### config.mk
export PLATFORM = sky130hd
export DESIGN_NAME = instr_sequencer
export DESIGN_NICKNAME = d
export VERILOG_FILES = /design/src/rtl/microproc_pkg.sv /design/src/rtl/seq_alu.sv /design/src/rtl/instr_sequencer.sv
export SDC_FILE = /design/constraint.sdc
export NUM_CORES = 1
export LEC_CHECK = 0
export CORE_ASPECT_RATIO = 1.1
export CORE_MARGIN = 2
export CORE_UTILIZATION = 53
export CTS_CLUSTER_SIZE = 40
export DETAILED_ROUTE_END_ITERATION = 8
export GPL_TIMING_DRIVEN = 0
export PLACE_DENSITY = 0.95
export SYNTH_ARGS = -nofsm -noshare
export SYNTH_HDL_FRONTEND = slang
export SYNTH_HIERARCHICAL = 1
export SYNTH_SLANG_ARGS = --single-unit
### constraint.sdc
create_clock -name clk -period 6.2 [get_ports clk]
set_clock_uncertainty 0.05 [all_clocks]
set_input_delay 1.86 -clock clk [delete_from_list [all_inputs] [get_ports clk]]
set_output_delay 1.86 -clock clk [all_outputs]
set_load 0.05 [all_outputs]
### src/rtl/microproc_pkg.sv
// Shared definitions for the instruction sequencer slice.
// Optional STATUS_FLAGS_EN adds the zero/carry flag outputs.
package microproc_pkg;

   localparam int DATA_W_DEF = 8;
   localparam int ADDR_W_DEF = 2;

   localparam logic [1:0] OP_ADD = 2'b00;
   localparam logic [1:0] OP_LI  = 2'b01;
   localparam logic [1:0] OP_SUB = 2'b10;
   localparam logic [1:0] OP_OUT = 2'b11;

   // instruction field bit positions
   localparam int OPC_HI = 7;
   localparam int OPC_LO = 6;
   localparam int RS_HI  = 5;
   localparam int RS_LO  = 4;
   localparam int RT_HI  = 3;
   localparam int RT_LO  = 2;
   localparam int RD_HI  = 1;
   localparam int RD_LO  = 0;
   localparam int IMM_HI = 3;
   localparam int IMM_LO = 0;

   typedef enum logic [2:0] {
      S_IDLE,
      S_READ,
      S_EXEC,
      S_WB,
      S_OUT
   } state_t;

endpackage

### src/rtl/seq_alu.sv
// Combinational ALU for the sequencer: ADD, LI (sign-extended imm), SUB, OUT pass-through.
// With STATUS_FLAGS_EN it also reports carry (ADD) or borrow (SUB).
module seq_alu
   import microproc_pkg::*;
#(
   parameter int DATA_W = DATA_W_DEF
) (
   input  logic [1:0]        i_op,
   input  logic [DATA_W-1:0] i_opa,
   input  logic [DATA_W-1:0] i_opb,
   input  logic [3:0]        i_imm,
`ifdef STATUS_FLAGS_EN
   output logic              o_carry,
`endif
   output logic [DATA_W-1:0] o_result
);

`ifdef STATUS_FLAGS_EN
   logic [DATA_W:0] w_sum;
   logic [DATA_W:0] w_diff;

   assign w_sum   = {1'b0, i_opa} + {1'b0, i_opb};
   assign w_diff  = {1'b0, i_opa} - {1'b0, i_opb};
   assign o_carry = (i_op == OP_SUB) ? w_diff[DATA_W] : w_sum[DATA_W];
`else
   logic [DATA_W-1:0] w_sum;
   logic [DATA_W-1:0] w_diff;

   assign w_sum  = i_opa + i_opb;
   assign w_diff = i_opa - i_opb;
`endif

   logic [DATA_W-1:0] w_imm;

   assign w_imm = {{(DATA_W-4){i_imm[3]}}, i_imm};

   always_comb begin
      o_result = i_opa;
      unique case (i_op)
         OP_ADD: o_result = w_sum[DATA_W-1:0];
         OP_LI:  o_result = w_imm;
         OP_SUB: o_result = w_diff[DATA_W-1:0];
         OP_OUT: o_result = i_opa;
      endcase
   end

endmodule

### src/rtl/instr_sequencer.sv
// Four-state-per-instruction issue/execute controller in front of the 4x8 register file.
// Define STATUS_FLAGS_EN to add registered flag_z / flag_c outputs.
module instr_sequencer
   import microproc_pkg::*;
#(
   parameter int DATA_W = DATA_W_DEF,
   parameter int ADDR_W = ADDR_W_DEF
) (
   input  logic              clk,
   input  logic              reset,
   input  logic [7:0]        instr,
   input  logic              instr_valid,
   output logic              instr_ready,
   output logic [ADDR_W-1:0] rf_read_reg1,
   output logic [ADDR_W-1:0] rf_read_reg2,
   input  logic [DATA_W-1:0] rf_read_data1,
   input  logic [DATA_W-1:0] rf_read_data2,
   output logic              rf_write,
   output logic [ADDR_W-1:0] rf_write_reg,
   output logic [DATA_W-1:0] rf_write_data,
   output logic [DATA_W-1:0] out_data,
   output logic              out_valid,
   input  logic              out_ready,
`ifdef STATUS_FLAGS_EN
   output logic              flag_z,
   output logic              flag_c,
`endif
   output logic              busy
);

   state_t            r_state;
   state_t            w_next;
   logic [7:0]        r_ir;
   logic [DATA_W-1:0] r_opa;
   logic [DATA_W-1:0] r_opb;
   logic [DATA_W-1:0] r_res;
   logic [ADDR_W-1:0] r_wreg;
   logic [ADDR_W-1:0] r_rd1;
   logic [ADDR_W-1:0] r_rd2;
   logic [DATA_W-1:0] w_alu;
   logic [1:0]        w_op;

   assign w_op = r_ir[OPC_HI:OPC_LO];

`ifdef STATUS_FLAGS_EN
   logic w_carry;
   logic r_z;
   logic r_c;

   assign flag_z = r_z;
   assign flag_c = r_c;
`endif

   seq_alu #(.DATA_W(DATA_W)) u_alu (
      .i_op     (w_op),
      .i_opa    (r_opa),
      .i_opb    (r_opb),
      .i_imm    (r_ir[IMM_HI:IMM_LO]),
`ifdef STATUS_FLAGS_EN
      .o_carry  (w_carry),
`endif
      .o_result (w_alu)
   );

   always_ff @(posedge clk or posedge reset) begin
      if (reset) r_state <= S_IDLE;
      else       r_state <= w_next;
   end

   always_comb begin
      w_next      = r_state;
      instr_ready = 1'b0;
      rf_write    = 1'b0;
      out_valid   = 1'b0;
      unique case (r_state)
         S_IDLE: begin
            instr_ready = 1'b1;
            if (instr_valid) w_next = S_READ;
         end
         S_READ: w_next = S_EXEC;
         S_EXEC: w_next = (w_op == OP_OUT) ? S_OUT : S_WB;
         S_WB: begin
            rf_write = 1'b1;
            w_next   = S_IDLE;
         end
         S_OUT: begin
            out_valid = 1'b1;
            if (out_ready) w_next = S_IDLE;
         end
         default: w_next = S_IDLE;
      endcase
   end

   // Read addresses load at accept so they are settled for READ and hold afterwards.
   always_ff @(posedge clk or posedge reset) begin
      if (reset) begin
         r_ir  <= '0;
         r_rd1 <= '0;
         r_rd2 <= '0;
         r_opa <= '0;
         r_opb <= '0;
         r_res <= '0;
         r_wreg <= '0;
`ifdef STATUS_FLAGS_EN
         r_z <= 1'b0;
         r_c <= 1'b0;
`endif
      end else begin
         if (r_state == S_IDLE && instr_valid) begin
            r_ir  <= instr;
            r_rd1 <= ADDR_W'(instr[RS_HI:RS_LO]);
            r_rd2 <= ADDR_W'(instr[RT_HI:RT_LO]);
         end
         if (r_state == S_READ) begin
            r_opa <= rf_read_data1;
            r_opb <= rf_read_data2;
         end
         if (r_state == S_EXEC) begin
            r_res  <= w_alu;
            r_wreg <= (w_op == OP_LI) ? ADDR_W'(r_ir[RS_HI:RS_LO])
                                      : ADDR_W'(r_ir[RD_HI:RD_LO]);
`ifdef STATUS_FLAGS_EN
            if (w_op == OP_ADD || w_op == OP_SUB) begin
               r_z <= (w_alu == '0);
               r_c <= w_carry;
            end
`endif
         end
      end
   end

   assign rf_read_reg1  = r_rd1;
   assign rf_read_reg2  = r_rd2;
   assign rf_write_reg  = r_wreg;
   assign rf_write_data = r_res;
   assign out_data      = r_res;
   assign busy          = (r_state != S_IDLE);

endmodule

==> results.txt <==
# hold bufs at CTS - 0
Die Area - 4637 um2
CP Data Required Time - 4.29 ns
CTS Buf Count - 5
Worst Hold End - r_opb[7]
Die Span Y - 71.22 um
area delta synth->final - 32.13%
fmax - 259.5 MHz
DRC - 0
post-layout min period - 3.854 ns
row count - 24
arrival time at the worst endpoint - 1.94 ns
Routed Antenna Nets - 0
first-pass GRT wire length - 6851 um
reg2reg path depth - 11
Synth Flop Type - dfrtp_1
starting density of the core - 54.92%
final core utilization - 72.57%
share of layout cells above drive strength 1 - 26.21%
Routed WL - 4199 um
die width - 65.11 um
core box area - 3964 um2
syn_nets - 225
routed vias - 1587
CTS tree - built
Initial DRT Pass Iterations - 4
H-tree depth - 2
hpwl dp - 3255 um
RSZ-0062 raised after global routing - false
synth unique cells - 37
commonest non-fill, non-tap cells in the layout - clkdlybuf4s50_1 (53), dfrtp_1 (37), mux2_2 (32), buf_4 (14), a21oi_1 (14)
grt ovf - 0
CTS sink count - 37
CP Cell Sequence - nor3_1, clkdlybuf4s50_1
WS Path Type - flop to output pin
initial antenna violation count - 0
clk_lat worst skew - 0.29 ns
post-synthesis sequential area ratio - 42.53%
RePlAce Congestion - 0.7795
FF-to-FF setup slack - 3.40 ns
Final setup violation count - 0
CP max stage cell - clkdlybuf4s50_1
postcts setup bufs - 0
max cap viols - 0
I/O Buffers - 53
Ys Warns - 6
Antenna diodes - 0
GRT Total Usage - 19.61%
final hold vios - 0
Post-synth EDFFs - 0
worst min path class - flop to flop
Max Buffers Root-to-Sink - 2
setup TNS - 0 ns
# resized after CTS - 0
io pins - 54
largest net degree at the start of global routing - 38
wire length per cell - 14.00 um
number of global-route vias before repair - 1549
worst hold start - r_opb[7]
Crit. End Element - output pin
Slew Viols, Final - 0
FFs w/ async S/R, synth - 100.0%
RR Startpoint - r_ir[7]
Critical Path Max Stage Delay - 0.86 ns
fill count - 268
worst hold stages - 1
root buffer selected by CTS - clkbuf_8
status - finished, final reports clean
vias per cell - 5.290
first-iteration detailed-routing DRC count - 33
Mapped Area - 2177 um2
Syn Inst Count - 188
slew margin rel. - 50.12%
period utilization - 62.16%
worst r2r dst - out_data[6]
synthesized area per cell - 11.58 um2
clock slew at reported path FFs - 0.07 ns
slew at the pin closest to its max-slew limit - 0.7470 ns
fin nets - 285
commonest non-fill, non-tap cell in the layout - clkdlybuf4s50_1
critical-path maximum fanout - 6
flops & latches, synth - 37
crit path launch type - flop
per-stage QoR:
step | worst slack, ns | instance area, um2 | cells | hold WS [ns]
CTS | 2.324 | 2877 | 300 | 0.4904
floorplan | 2.054 | 2177 | 188 | 0.4465
global route | 2.235 | 2877 | 300 | 0.5084
detailed placement | 2.651 | 2773 | 293 | 0.4754
global placement | 2.662 | 2773 | 293 | 0.4564
finish | 2.346 | 2877 | 300 | 0.4845
how the worst max path moves through the flow:
stage / startpoint / end / slack (ns)
after floorplan: r_state[2] / busy / 2.05
after global placement: r_state[2] / out_valid / 2.66
after detailed placement: r_state[2] / instr_ready / 2.65
after CTS: r_state[2] / instr_ready / 2.32
after global routing: r_state[2] / out_valid / 2.24
final: r_state[2] / instr_ready / 2.35
layout make-up:
class | instances | area, um2 | share of cell area [%]
Inverter | 7 | 26.28 | 0.9134
Tap cell | 52 | 65.06 | 2.262
Multi-Input combinational cell | 125 | 1077 | 37.45
Buffer | 19 | 147.6 | 5.133
Sequential cell | 37 | 925.9 | 32.19
Timing Repair Buffer | 53 | 530.5 | 18.44
Clock inverter | 2 | 35.03 | 1.218
Clock buffer | 5 | 68.82 | 2.392
logic make-up (layout without fill, tap and decap cells):
family	after synthesis	after routing	share of synthesized area (%)
muxes	41	41	20.69
xor gates and xnor gates	12	12	4.828
DFF	37	37	42.53
buffers and inverters	26	86	7.988
adders and majority gates	9	9	5.517
AOI/OAI and AO/OA	27	27	7.874
and+or+nand+nor	36	36	10.58
per-layer routing:
layer	GRT usage (%)	share of wire [%]
met1	23.25	42
met4	9.722	2.4
met5	0	0
met2	32.99	51
met3	5.181	4.2
Yosys cell counts, types with 2 or more instances:
cell type  count  share of area, %
inv_1          7               1.2
xor2_1         3               1.2
a21o_1         4               1.4
mux2i_1        9               4.1
nor3b_1        3               1.0
nor2b_1        3              0.86
ha_1           8               4.6
nand3_1        2              0.46
dfrtp_1       37                43
nor3_1         2              0.46
nor3b_4        2               1.7
mux2_2        32                17
o21ai_0        3              0.69
xnor2_1        9               3.6
buf_4         14               4.8
nor2_1        12               2.1
buf_6          3               1.6
nand2_1        2              0.34
and2_1         2              0.57
a21oi_1       14               3.2
worst max-delay path: cells and delay by family (launching register included):
kind	cells	cell delay [ns]
buffers and inverters	1	0.86
DFF	1	0.48
and+or+nand+nor	1	0.32
Power is left out: the tool's default activity adds up to more than one toggle a clock period on the data nets, which glitch-free logic cannot reach.
